--- config.mk ---
export PLATFORM = sky130hd
export DESIGN_NAME = rf_write_sequencer
export DESIGN_NICKNAME = d
export VERILOG_FILES = /design/src/rtl/regfile_pkg.sv /design/src/rtl/wb_fifo.sv /design/src/rtl/rf_write_sequencer.sv
export SDC_FILE = /design/constraint.sdc
export NUM_CORES = 1
export LEC_CHECK = 0
export ABC_CLOCK_PERIOD_IN_PS = 4300
export CORE_ASPECT_RATIO = 0.6
export CORE_MARGIN = 10
export CORE_UTILIZATION = 50
export DETAILED_ROUTE_END_ITERATION = 16
export PLACE_DENSITY = 0.78
export SYNTH_ARGS = -nofsm -noshare
export SYNTH_HDL_FRONTEND = slang
export SYNTH_SLANG_ARGS = --single-unit
--- constraint.sdc ---
create_clock -name CLK -period 4.3 [get_ports CLK]
set_clock_uncertainty 0.1 [all_clocks]
set_input_delay 0.86 -clock CLK [delete_from_list [all_inputs] [get_ports CLK]]
set_output_delay 0.86 -clock CLK [all_outputs]
set_load 0.01 [all_outputs]
--- src/rtl/regfile_pkg.sv ---
// Register file constants and the write-queue entry type.
// The register file and the hazard unit use the same definitions.
package regfile_pkg;

  localparam int NUM_REGS = 16;
  localparam logic [3:0] REG_PC = 4'd15;
  localparam int REG_W = 32;

  typedef struct packed {
    logic [3:0]       dest;
    logic [REG_W-1:0] data;
  } wb_entry_t;

endpackage

--- src/rtl/wb_fifo.sv ---
// Circular write queue. One request can push two entries in a cycle, and
// one entry is popped per cycle. The queue exposes every slot plus an
// occupancy mask, so the parent can build the pending-register mask.
module wb_fifo
  import regfile_pkg::*;
#(
  parameter int DEPTH = 4,
  localparam int AW = $clog2(DEPTH),
  localparam int CW = AW + 1
) (
  input  logic             i_clk,
  input  logic             i_rst,
  input  logic             i_push0,
  input  wb_entry_t        i_entry0,
  input  logic             i_push1,
  input  wb_entry_t        i_entry1,
  input  logic             i_pop,
  output wb_entry_t        o_head,
  output logic [CW-1:0]    o_count,
  output wb_entry_t        o_entries [DEPTH],
  output logic [DEPTH-1:0] o_occupied
);

  wb_entry_t     r_mem [DEPTH];
  logic [AW-1:0] r_rd_ptr;
  logic [AW-1:0] r_wr_ptr;
  logic [CW-1:0] r_count;
  logic [AW-1:0] w_wr_next;

  assign w_wr_next = r_wr_ptr + AW'(1);

  // The storage array is not reset. A slot is only meaningful while the
  // counter covers it, so stale data after a reset is harmless.
  always_ff @(posedge i_clk) begin
    if (i_push0) r_mem[r_wr_ptr] <= i_entry0;
    if (i_push1) r_mem[w_wr_next] <= i_entry1;
  end

  // Pointer and occupancy bookkeeping. The push count can be 0..2 and the
  // pop count 0..1 in the same cycle.
  always_ff @(posedge i_clk) begin
    if (i_rst) begin
      r_rd_ptr <= '0;
      r_wr_ptr <= '0;
      r_count  <= '0;
    end else begin
      r_wr_ptr <= r_wr_ptr + AW'(i_push0) + AW'(i_push1);
      r_rd_ptr <= r_rd_ptr + AW'(i_pop);
      r_count  <= r_count + CW'(i_push0) + CW'(i_push1) - CW'(i_pop);
    end
  end

  // A slot is occupied when its distance from the head is below the count.
  always_comb begin
    o_occupied = '0;
    for (int i = 0; i < DEPTH; i++) begin
      o_entries[i] = r_mem[i];
      o_occupied[i] = ({1'b0, AW'(i) - r_rd_ptr} < r_count);
    end
  end

  assign o_head  = r_mem[r_rd_ptr];
  assign o_count = r_count;

endmodule

--- src/rtl/rf_write_sequencer.sv ---
// Serializes writeback requests (destination plus optional base-register
// writeback) onto the register file's single write port, one write per
// clock. It also publishes a mask of registers that still have writes in
// flight.
module rf_write_sequencer
  import regfile_pkg::*;
#(
  parameter int DEPTH = 4
) (
  input  logic                    CLK,
  input  logic                    RST,
  input  logic                    req_valid,
  output logic                    req_ready,
  input  logic [3:0]              req_rd,
  input  logic [REG_W-1:0]        req_data,
  input  logic                    req_wb,
  input  logic [3:0]              req_rn,
  input  logic [REG_W-1:0]        req_rn_data,
  input  logic                    hold,
  output logic [3:0]              C,
  output logic [REG_W-1:0]        PW,
  output logic                    RFLd,
  output logic                    PCLd,
  output logic [NUM_REGS-1:0]     pending,
  output logic [$clog2(DEPTH):0]  count
);

  localparam int CW = $clog2(DEPTH) + 1;

  logic             w_accept;
  logic             w_dual;
  logic             w_pop;
  wb_entry_t        w_entry0;
  wb_entry_t        w_entry1;
  wb_entry_t        w_head;
  logic [CW-1:0]    w_count;
  wb_entry_t        w_entries [DEPTH];
  logic [DEPTH-1:0] w_occupied;

  // Two free slots are required so a dual-write request always fits.
  assign req_ready = (w_count <= CW'(DEPTH - 2));
  assign w_accept  = req_valid & req_ready;

  // When the base register equals the destination, the load result wins.
  // In that case only one entry is pushed.
  assign w_dual = req_wb & (req_rn != req_rd);

  // The base write goes in first, so the primary write lands last.
  always_comb begin
    if (w_dual) w_entry0 = '{dest: req_rn, data: req_rn_data};
    else        w_entry0 = '{dest: req_rd, data: req_data};
    w_entry1 = '{dest: req_rd, data: req_data};
  end

  assign w_pop = (w_count != '0) & ~hold;

  wb_fifo #(.DEPTH(DEPTH)) u_fifo (
    .i_clk      (CLK),
    .i_rst      (RST),
    .i_push0    (w_accept),
    .i_entry0   (w_entry0),
    .i_push1    (w_accept & w_dual),
    .i_entry1   (w_entry1),
    .i_pop      (w_pop),
    .o_head     (w_head),
    .o_count    (w_count),
    .o_entries  (w_entries),
    .o_occupied (w_occupied)
  );

  // Write port: the head entry is shown while it is being popped.
  // Otherwise the port is driven to zero.
  always_comb begin
    C    = '0;
    PW   = '0;
    RFLd = 1'b0;
    PCLd = 1'b0;
    if (w_pop) begin
      C    = w_head.dest;
      PW   = w_head.data;
      RFLd = 1'b1;
      PCLd = (w_head.dest == REG_PC);
    end
  end

  // Pending mask: the OR of the one-hot destinations of all occupied
  // slots, including the head.
  always_comb begin
    pending = '0;
    for (int i = 0; i < DEPTH; i++) begin
      if (w_occupied[i]) pending[w_entries[i].dest] = 1'b1;
    end
  end

  assign count = w_count;

endmodule

-- Word level (Yosys, flattened, before mapping)
Memory sizes are Yosys's and may differ from the RTL's. A register that Yosys moved wholly into a read port is not among the register bits.
Index checks and enable logic that the tools add are counted.
Widths: inputs -> output; s select.
- bits in registers: 7
- memory bits (writable): 144
- input port bits: 77
- output and inout bits: 58
- word-level logic and storage cells: 65
- memories: 1
- add/subtract/negate cells: 11
- order comparisons: 13
- equal/unequal tests: 2
- mux-type cells: 22
- bitwise operators: 8
- reduce and logical (&&, ||, !) cells: 5
- memory list (name ; words ; bits a word ; read ports ; clocked after memory_dff ; write ports ; RTL line ; RTL):
    u_fifo.r_mem ; 4 ; 36 ; 5 ; 1 ; 2 ; wb_fifo.sv:24 ; wb_entry_t r_mem [DEPTH];
- operator list (operator ; number):
    $mux 16 ; 4
    $or 16x16->16 ; 3
    $mux 36 ; 1
    $mux 32 ; 1
    $lt 4x5->1 const B ; 4
    $demux 1 s4 ; 4
    $ge 4x1->1 const B ; 4
    $lt 2x3->1 ; 4
    $mux 1 ; 10
    $add 2x1->2 ; 3
    $add 3x1->3 ; 2
    $and 1x1->1 ; 4
    $eq 4x4->1 const B ; 1
    $logic_and 1x1->1 ; 4
    $mux 4 ; 1
    $ne 4x4->1 ; 1
    $sub 1x2->2 const A ; 2
    $sub 2x2->2 const A ; 2
    $le 3x2->1 const B ; 1
    $reduce_bool 3->1 ; 1
    $sub 3x1->3 ; 1
    $add 2x1->2 const B ; 1
    $mux 2 ; 1
    $not 1->1 ; 1

-- Longest topological paths before layout
- word-level depth: 11
- gate-level depth with buffers: 10
- depth with buffers taken out: 10

-- Modules after synthesis
A second synthesis with hierarchy kept.
- cell total of the unflattened synthesis: 566
- area, all modules: 8742.1 um^2
- modules (own cells, without submodules) (module ; instances ; cells each ; area an instance (um^2)):
    wb_fifo ; 1 ; 405 ; 7467.2
    rf_write_sequencer ; 1 ; 161 ; 1275.0

-- Least setup slack after synthesis
OpenSTA, ideal clock, no wires.
- kind: input-to-reg
- start point: input req_rn[2]
- end point: memory u_fifo.r_mem[3][0] in the netlist's numbering (enable)
- setup time: 481 ps
- data arrival time: 4047 ps
- setup slack: -328 ps
- stages on the path: 4
- path buffers: 0
- path through: xor2_1 o41a_4 nor2_1 nor3b_1
- RTL lines (item ; RTL line ; RTL):
    start, declared ; rf_write_sequencer.sv:17 ; input logic [3:0] req_rn,
    end, declared ; wb_fifo.sv:24 ;

-- Final worst setup path
- start point: register u_fifo.r_count[1], in the netlist u_fifo.o_count[1]
- end point: output pending[11]
- word-level cells in the longest chain between the ends: 8
- elaborated cells between the ends (all ways): 11
- classes of those cells: order compare (4); mux (4); bitwise (3)
- ends and longest elaborated chain (item ; RTL line ; RTL):
    start, declared ; wb_fifo.sv:27 ; logic [CW-1:0] r_count;
    start signal, assigned ; wb_fifo.sv:49 ; r_count <= r_count + CW'(i_push0) + CW'(i_push1) - CW'(i_pop);
    $lt 2x3->1 ; wb_fifo.sv:58 ; o_occupied[i] = ({1'b0, AW'(i) - r_rd_ptr} < r_count);
    $mux 16 ; rf_write_sequencer.sv:91 ; if (w_occupied[i]) pending[w_entries[i].dest] = 1'b1;
    $or 16x16->16 (no line) ; - ;
    $mux 16 ; rf_write_sequencer.sv:91 ;
    $or 16x16->16 (no line) ; - ;
    $mux 16 ; rf_write_sequencer.sv:91 ;
    $or 16x16->16 (no line) ; - ;
    $mux 16 (*) ; rf_write_sequencer.sv:91 ;
    end, declared ; rf_write_sequencer.sv:24 ; output logic [NUM_REGS-1:0] pending,
Mark *: on every way between the ends. The rest lies on a longest branch, timed or not.

==> metrics.md <==
| Metric | Value |
|---|---|
| Status | `finished, final reports clean` |
| Power density cells | `between 500 and 600 nW/µm²` |
| Crit. Startpoint | `u_fifo.o_count[1]` |
| Num CTS Buffers | `17` |
| Routed length per instance | `23.71 µm` |
| Post-Syn Nets | `651` |
| Async SR Flop Fraction | `0%` |
| Post-layout min period | `3.978 ns` |
| Unrepaired setup endpoints after global routing | `no` |
| Worst-Skew Late Latency | `around 0.4 ns` |
| Fill cell count | `1250` |
| Crit Path Class | `flop to output pin` |
| Primary FF master, synth | `edfxtp_1` |
| Min-Delay Startpoint | `u_fifo.r_wr_ptr[1]` |
| Register area | `4469 µm²` |
| Critical Path RT | `3.34 ns` |
| Max Slew Vio Count | `0` |
| FF-to-FF Start | `u_fifo.o_count[2]` |
| DP Worst Slack | `0.4580 ns` |
| CTS tree | `yes` |
| Antenna Cells | `0` |
| Buffers on Ports | `134` |
| Max Cap Viol | `0` |
| Hold-fix buffers, CTS | `0` |
| Total global-route track usage | `roughly 19%` |
| Number of global-route vias before repair | `5930` |
| Leakage Power | `3.957 nW` |
| Min setup slack post-route | `0.3216 ns` |
| CTS Buffer Depth | `2` |
| Final HPWL DP | `15790 µm` |
| Peak VDD IR | `0.3380 mV` |
| Worst slew margin | `40.56%` |
| Mapped Avg Cell Area | `15.83 µm²` |
| Initial drt markers | `535` |
| Hold Crit Class | `flop to flop` |
| Yosys reg bits | `~150` |
| Final Hold Vio Count | `0` |
| Measured slew at the worst slew-check pin | `between 0.8 and 0.9 ns` |
| # IOs | `135` |
| Final setup fails | `0` |
| Hold-critical path depth | `2` |
| Post-Syn Area | `8927 µm²` |
| Layout area overhead | `24.78%` |
| CP Launch Type | `flop` |
| NumNets Final | `801` |
| CTS sink count | `roughly 150` |
| Detailed-router iteration count before antenna repair | `5` |
| Share of layout cells above drive strength 1 | `34.25%` |
| Syn. warnings | `0` |
| GP Congestion | `about 0.88` |
| Seq/Total Area, Yosys | `between 50% and 60%` |
| H-tree depth | `4` |
| First-pass GRT wire length | `35110 µm` |
| Die area | `23770 µm²` |
| Die Ht | `123.5 µm` |
| FP Rows | `37` |
| Max frequency | `roughly 250 MHz` |
| Worst Path Arrival | `3.02 ns` |
| Tcrit/Tclk final | `between 90% and 100%` |
| Core box area | `17310 µm²` |
| Worst-path fanout max | `7` |
| Die X | `192.5 µm` |
| # DRC | `0` |
| CTS clk-pin slew, worst paths | `roughly 0.06 ns` |
| Netlist cell types | `46` |
| Initial antenna violation count | `4` |
| Vias per cell | `slightly below 6` |
| CP endpoint kind | `output pin` |
| Placed cells | `929` |
| Largest net degree at the start of global routing | `39` |
| Detail Route Antenna Nets | `0` |
| Syn Inst Count | `between 500 and 600` |
| Root buf cell | `clkbuf_16` |
| Routed WL | `22790 µm` |
| PostCTS Resize Cnt | `0` |
| Area of the multi-input gates | `4168 µm²` |
| Vias | `5678` |
| Grt ovf | `0` |
| Fin cells | `961` |
| Number of enable flip-flop cells after synthesis | `144` |
| Total negative slack | `0 ns` |
| Worst r2r path cells | `6` |
| Setup Fix Bufs, Post-CTS | `0` |
| Initial Util | `51.56%` |
worst max-delay path, cell delays in order (launching register included):
cell and delay (ns):
dfxtp_1 0.38, inv_1 0.18, ha_1 0.35, nor2b_1 0.15, a2111oi_0 0.58, buf_4 0.23
nand3_1 0.07, nand3_1 0.12, clkdlybuf4s50_1 0.55
layer usage:
layer | up-vias | global-route usage (%) | part of all wire, %
li1 | 2546 | - | -
met3 | 21 | 4.865 | 7.8
met4 | 8 | 3.423 | 0.69
met1 | 2872 | 26.28 | 45
met5 | - | 0 | 0.23
met2 | 231 | 30.87 | 46
cell usage in the layout, fill, tap and decap left out, drive strengths merged:
| cell | count |
|---|---|
| dfxtp | 7 |
| mux2 | 144 |
| or2 | 2 |
| nand3b | 1 |
| nor4b | 2 |
| nor4 | 1 |
| fa | 3 |
| nand2b | 2 |
| a211oi | 1 |
| nand2 | 12 |
| nand4 | 10 |
| clkinv | 3 |
| nor2 | 11 |
| nand3 | 31 |
| a32oi | 2 |
| a22oi | 10 |
| nor2b | 54 |
| xnor2 | 1 |
| a2111oi | 6 |
| inv | 18 |
| a21oi | 3 |
| edfxtp | 144 |
| clkdlybuf4s50 | 134 |
| bufinv | 2 |
| nor3 | 2 |
| clkinvlp | 3 |
| and4 | 3 |
| nor3b | 2 |
| clkbuf | 18 |
| a31o | 1 |
| mux4 | 36 |
| o41a | 1 |
| ha | 7 |
| o21ai | 11 |
| o211ai | 3 |
| o2111ai | 4 |
| a21boi | 1 |
| xor2 | 7 |
| buf | 24 |
synth_stat cells, drive strengths merged (2+ instances only):
master	instances	area (µm²)
nor2	11	41.29
a32oi	2	17.52
ha	7	87.58
nand3	31	155.2
nand2b	2	12.51
inv	12	45.04
xor2	7	61.31
and4	3	26.28
nor4b	2	17.52
nor3b	2	20.02
mux4	36	810.8
clkbuf	4	15.01
fa	3	60.06
nand2	12	45.04
a22oi	10	75.07
mux2	144	1959
edfxtp	144	4324
buf	23	280.3
nor2b	54	337.8
nand4	10	62.56
nor3	2	10.01
o2111ai	4	35.03
a2111oi	6	58.81
a21oi	3	15.01
or2	2	12.51
dfxtp	7	140.1
o21ai	11	111.4
o211ai	3	22.52
state kept, by name, indices dropped and copies added, names as in the netlist:
signal           flops
u_fifo.r_rd_ptr      2
u_fifo.r_mem       144
u_fifo.o_count       3
u_fifo.r_wr_ptr      2
worst paths after layout:
kind                                             to  slack, ns
worst min-delay path             u_fifo.r_wr_ptr[1]       0.59
worst max-delay path                    pending[11]       0.32
worst min register to register   u_fifo.r_wr_ptr[1]       0.59
worst max register to register  u_fifo.r_mem[2][15]       1.14
logic make-up after synthesis:
| group | Yosys count | synth area share (%) |
|---|---|---|
| DFF | 151 | 50.01 |
| xor gates and xnor gates | 8 | 0.7849 |
| adders and majority gates | 10 | 1.654 |
| and+or+nand+nor | 133 | 8.451 |
| muxes | 180 | 31.03 |
| buffers and inverters | 39 | 3.812 |
| AOI/OAI and AO/OA | 43 | 4.261 |
through the flow:
stage | util, % | hold slack [ns] | instance area (µm²) | total power [mW]
detailed placement | 60.91 | 0.5553 | 10550 | 4.602
finish | 64.34 | 0.5920 | 11140 | 6.056
floorplan | - | 0.4938 | 8937 | 3.673
CTS | 64.34 | 0.5971 | 11140 | 6.097
global placement | 60.91 | 0.5362 | 10550 | 4.557
global route | 64.34 | 0.6186 | 11140 | 6.346
power by group:
part	leakage (nW)	switching, mW	total, mW	internal (mW)
Clock	0.281	0.618	1.49	0.872
Sequential	1.38	0.158	2.14	1.98
Combinational	2.30	1.20	2.43	1.23
area by class of cell:
cell class / instances / share of cell area, %
Sequential cell: 151 / 40.12
Multi-Input combinational cell: 374 / 37.41
Timing Repair Buffer: 158 / 14.11
Clock buffer: 18 / 3.853
Tap cell: 234 / 2.628
Clock inverter: 14 / 1.471
Inverter: 12 / 0.4044
Note: power is estimated with default switching activity, not from simulation.
==> RTL change 1: new RTL, same flow settings <==
The package constant `NUM_REGS` goes from 16 to 24.
--- a/src/rtl/regfile_pkg.sv
+++ b/src/rtl/regfile_pkg.sv
@@ -2,7 +2,7 @@
 // The register file and the hazard unit use the same definitions.
 package regfile_pkg;
 
-  localparam int NUM_REGS = 16;
+  localparam int NUM_REGS = 24;
   localparam logic [3:0] REG_PC = 4'd15;
   localparam int REG_W = 32;
 
Interface: changed (resized pending); port bits go from 135 to 143. No check against the original RTL was run, so the function may have changed too.
==> RTL change 1 against the unedited design <==
Setup slack got worse by 0.13 ns; routed wire length barely moved; sequential cell count unchanged; design area is 0.35% higher; first-iteration DRC count fell by 13%; area after synthesis is 1.8% higher; synthesized cell count rose by 1.8%; power fell by 1.8%; die area is 1.5% higher; non-clock buffer count down 4.
==> RTL change 1: results (changes against the unedited design) <==
.. list-table::
   :header-rows: 1

   * - Metric
     - Value
   * - Result of the run
     - finished, final reports clean
   * - Non-CTS buffers
     - 154 (-2.5%)
   * - Final std cells w/o fill
     - 972 (+1.1%)
   * - Largest driver fanout on the critical path
     - 14 (+7)
   * - Reg power frac
     - 35.7% (+0.3 points)
   * - FF-to-FF setup slack
     - 1.07 ns (-0.07 ns)
   * - Post-Synthesis Cells
     - 574 (+1.8%)
   * - Met3 wire length
     - 1440 um (-19%)
   * - Signal buf overhead
     - 13.8% (-0.32 points)
   * - Antenna violations before repair
     - 0 (-4)
   * - Static Leak
     - 4.08 nW (+3.0%)
   * - Met1 Use GR
     - 26.0% (-0.23 points)
   * - Layout net count
     - 806 (+0.62%)
   * - Filler cells
     - 1342 (+7.4%)
   * - Cell family with the largest share of critical-path delay
     - simple AND/OR/NAND/NOR gates
   * - Routability cong.
     - 0.864 (-2.1%)
   * - Cell with the largest stage delay on the worst path
     - sky130_fd_sc_hd__dfxtp_2
   * - Pre-CTS setup slack
     - 0.374 ns (-0.0841 ns)
   * - Wire length of the first global-routing pass
     - 34900 um (-0.61%)
   * - Routed metal-1 wirelength
     - 10800 um (+5.1%)
   * - Switching power of the nets
     - 1.98 mW (+0.43%)
   * - Destination of the worst register-to-register timing path
     - u_fifo.r_mem[0][23]
   * - Combined global-route utilization of all metal layers
     - 18.6% (-0.63 points)
   * - Largest cells by area after synthesis
     - sky130_fd_sc_hd__edfxtp_1 48%, sky130_fd_sc_hd__mux2_4 20%, sky130_fd_sc_hd__mux4_2 8.9%
   * - Reg-to-reg startpoint
     - u_fifo.o_count[1]
   * - Area of the core region
     - 0.0180 mm^2 (+3.8%)
   * - Placed cell areas
     - 0.0106 mm^2 (+0.82%)
   * - Tightest slew margin relative to the limit
     - 35.7% (-4.9 points)
   * - Number of distinct library cell variants in the gate-level netlist after synthesis
     - 44 (-4.3%)
   * - Starting DRC count in detailed routing
     - 466 (-13%)
   * - Half-perimeter wire length after placement
     - 16000 um (+1.0%)
   * - Detailed Route WL
     - 22800 um (about the same)
   * - Total met2 wirelength after detailed routing
     - 10400 um (-1.6%)
   * - Post-route standard cell area excluding fillers
     - 0.0112 mm^2 (+0.35%)
   * - Met2 Use GR
     - 28.2% (-2.7 points)
   * - Fraction of standard cell area in multi-input logic
     - 38.3% (+0.93 points)
-- RTL change 1: cell count changes in the layout (fill, tap and decap cells not counted), moves of 4 or more --
cell | before | now
sky130_fd_sc_hd__a2111oi_1 | 5 | 0
sky130_fd_sc_hd__a22oi_1 | 10 | 5
sky130_fd_sc_hd__buf_4 | 20 | 16
sky130_fd_sc_hd__conb_1 | 0 | 8
sky130_fd_sc_hd__mux2_2 | 53 | 24
sky130_fd_sc_hd__mux2_4 | 90 | 120
sky130_fd_sc_hd__nand3_1 | 31 | 27
sky130_fd_sc_hd__nand4_1 | 10 | 15
sky130_fd_sc_hd__nor2_1 | 11 | 15
sky130_fd_sc_hd__nor3b_1 | 0 | 4
sky130_fd_sc_hd__o2111ai_1 | 4 | 0
sky130_fd_sc_hd__o21ai_1 | 5 | 0
sky130_fd_sc_hd__o21ai_2 | 0 | 4
-- RTL change 1: cells by family (layout without fill, tap and decap cells) --
group / Yosys count / in the layout / synth area share (%)
buffers and inverters: 45 / 196 / 4.46
multiplexers: 180 / 180 / 31.7
XOR/XNOR: 8 / 8 / 0.771
AND/OR/NAND/NOR: 144 / 144 / 8.80
flip-flops: 151 / 151 / 49.1
other: 1 / 8 / 0.0413
adder cells (fa/ha/maj): 10 / 10 / 1.63
AO/OA/AOI/OAI: 35 / 35 / 3.43
-- RTL change 1: how the worst max path moves through the flow --
stage	startpoint	end	cells past startpoint
floorplan	req_rn[2]	u_fifo.r_mem[0][0]	4
global placement	req_rn[2]	u_fifo.o_count[1]	10
detailed placement	req_rn[0]	u_fifo.o_count[1]	10
CTS	u_fifo.r_rd_ptr[1]	pending[8]	8
global route	u_fifo.r_rd_ptr[1]	pending[8]	8
finish	u_fifo.r_rd_ptr[1]	pending[0]	8
==> RTL change 2: new RTL, config.mk and constraints unchanged <==
Made on the original files. Make the reset (`i_rst`) asynchronous in one clocked block.
--- a/src/rtl/wb_fifo.sv
+++ b/src/rtl/wb_fifo.sv
@@ -38,7 +38,7 @@
 
   // Pointer and occupancy bookkeeping. The push count can be 0..2 and the
   // pop count 0..1 in the same cycle.
-  always_ff @(posedge i_clk) begin
+  always_ff @(posedge i_clk or posedge i_rst) begin
     if (i_rst) begin
       r_rd_ptr <= '0;
       r_wr_ptr <= '0;
Formal check against the unedited RTL: differs if RST is asserted again (counterexample within 4 cycles, from zero or initial values and one cycle with RST high); with RST held inactive, the same outputs for 4 cycles.
==> RTL change 2 against the unedited design <==
Routed wire length shrank 3.2%; synthesized cell count shrank 2.1%; fmax shrank 2.7%; largest power group unchanged; sequential share of layout area grew 0.18 points; power grew 4.6%; combinational power grew 14%; count of clock-buffer cells in the layout shrank 1; design area grew 0.33%; via count shrank 3.0%; area after synthesis grew 1.4%; sequential cell count is the same; first-iteration DRC count shrank 4.3%; setup slack lost 0.11 ns.
==> RTL change 2: results (changes against the unedited design) <==
.. list-table::
   :header-rows: 1

   * - Metric
     - Value
   * - Antenna violations before repair
     - 2 (-2)
   * - Layout net count
     - 779 (-2.7%)
   * - Peak VDD IR
     - 0.342 mV (+1.2%)
   * - Syn_nets
     - 639 (-1.8%)
   * - Largest driver fanout on the critical path
     - 15 (+8)
   * - Total global routing overflow
     - 0 (unchanged)
   * - Detailed-route via count
     - 5505 (-3.0%)
   * - Post-Synthesis Cells
     - 552 (-2.1%)
   * - Share of synthesized cell area in full adder, half adder and majority cells
     - 1.63% (-0.023 points)
   * - Static Leak
     - 4.13 nW (+4.5%)
   * - Combined global-route utilization of all metal layers
     - 18.0% (-1.2 points)
   * - Number of distinct library cell variants in the gate-level netlist after synthesis
     - 50 (+8.7%)
   * - Drt via density
     - 5.86 (-0.78%)
   * - Number of flip-flops in the largest register
     - 144 (unchanged)
   * - Fraction of synthesized cell area in xor and xnor cells
     - 0.774% (-0.011 points)
   * - Cell with the largest stage delay on the worst path
     - sky130_fd_sc_hd__dfrtp_4
   * - Max H-tree Level
     - 4 (unchanged)
   * - Count of buffers inserted at the top-level ports
     - 134 (unchanged)
   * - Routability cong.
     - 0.922 (+4.3%)
   * - WP data arrival
     - 3.13 ns (+0.11 ns)
   * - Total placed cells including tap cells
     - 907 (-2.4%)
   * - Filler cells
     - 1253 (+0.24%)
   * - Detailed Route WL
     - 22100 um (-3.2%)
   * - Half-perimeter wire length after placement
     - 15500 um (-1.6%)
   * - Critical Path Max Stage Delay
     - 0.60 ns (+0.02 ns)
   * - Biggest register
     - u_fifo.r_mem
   * - Area fraction in compound gates after synthesis
     - 5.18% (+0.92 points)
   * - Async set-reset flop share out of synthesis
     - 4.64% (+4.6 points)
   * - Most common library cells after synthesis
     - 144 x sky130_fd_sc_hd__edfxtp_1, 120 x sky130_fd_sc_hd__mux2_4, 42 x sky130_fd_sc_hd__nor2b_1
   * - Wire length of the first global-routing pass
     - 34600 um (-1.5%)
   * - Actual transition at the worst max-transition pin
     - 1.07 ns (+0.182 ns)
   * - Number of global-route vias before repair
     - 5777 (-2.6%)
   * - Multiplexer fraction of the synthesized cell area
     - 31.8% (+0.82 points)
   * - Pin count of the biggest net entering global routing
     - 37 (-5.1%)
   * - Result of the run
     - finished, final reports clean
   * - Placed cell areas
     - 0.0106 mm^2 (+0.37%)
   * - Number of enable flip-flop cells after synthesis
     - 144 (unchanged)
   * - Fraction of layout cells with a size suffix above 1
     - 35.3% (+1.1 points)
   * - Starting DRC count in detailed routing
     - 512 (-4.3%)
   * - Synthesis Warnings
     - 0 (unchanged)
   * - Cell family with the largest share of critical-path delay
     - compound AO/OA/AOI/OAI gates
   * - Register area share after synthesis
     - 49.7% (-0.30 points)
   * - Length of the first detailed-routing pass in iterations
     - 5 (unchanged)
   * - Pre-CTS setup slack
     - 0.503 ns (+0.0451 ns)
   * - Largest cells by area after synthesis
     - sky130_fd_sc_hd__edfxtp_1 48%, sky130_fd_sc_hd__mux2_4 20%, sky130_fd_sc_hd__mux4_2 9.0%
[RTL change 2: path summary, 6_finish.rpt]
kind,slack (ns),startpoint,end,depth (start not counted)
min reg2reg,0.56,u_fifo.r_wr_ptr[1],u_fifo.r_wr_ptr[1],1
max,0.21,u_fifo.r_rd_ptr[0],pending[11],8
max reg2reg,1.06,u_fifo.o_count[2],u_fifo.r_mem[0][22],7
min,0.56,u_fifo.r_wr_ptr[1],u_fifo.r_wr_ptr[1],1
max in group asynchronous,3.26,RST,u_fifo.r_rd_ptr[0],2
min in group asynchronous,0.58,RST,u_fifo.r_rd_ptr[0],2
[RTL change 2: kinds of logic (layout without fill, tap and decap cells)]
family / count (synthesis) / after routing
flip-flops: 151 / 151
multiplexers: 180 / 180
adder cells (fa/ha/maj): 10 / 10
buffers and inverters: 44 / 197
AND/OR/NAND/NOR: 106 / 106
AO/OA/AOI/OAI: 53 / 53
XOR/XNOR: 8 / 8
[RTL change 2: repair_timing]
action / in CTS / in global routing
buffers inserted: 0 / 0
resized for setup: 0 / 3
endpoints found under the setup margin: 0 / 4
[RTL change 2: routing by layer]
layer,vias up,share of wire [%],global-route usage [%]
li1,2464,-,-
met1,2786,46,24.5
met2,234,46,28.2
met3,17,7.3,5.50
met4,4,0.55,3.07
met5,-,0.10,0
[RTL change 2: power by group]
part / switching, mW / internal [mW]
registers: 0.175 / 1.95
clock network: 0.671 / 0.773
logic: 1.33 / 1.44
total: 2.17 / 4.16
[RTL change 2: layout make-up]
type / instances / area [um^2] / share of cell area [%]
clock buffers: 17 / 425 / 3.81
clock inverters: 15 / 159 / 1.42
inverters: 15 / 56.3 / 0.504
multi-input cells: 357 / 4230 / 37.8
flip-flops and latches: 151 / 4500 / 40.3
well taps: 234 / 293 / 2.62
repair buffers: 150 / 1510 / 13.5
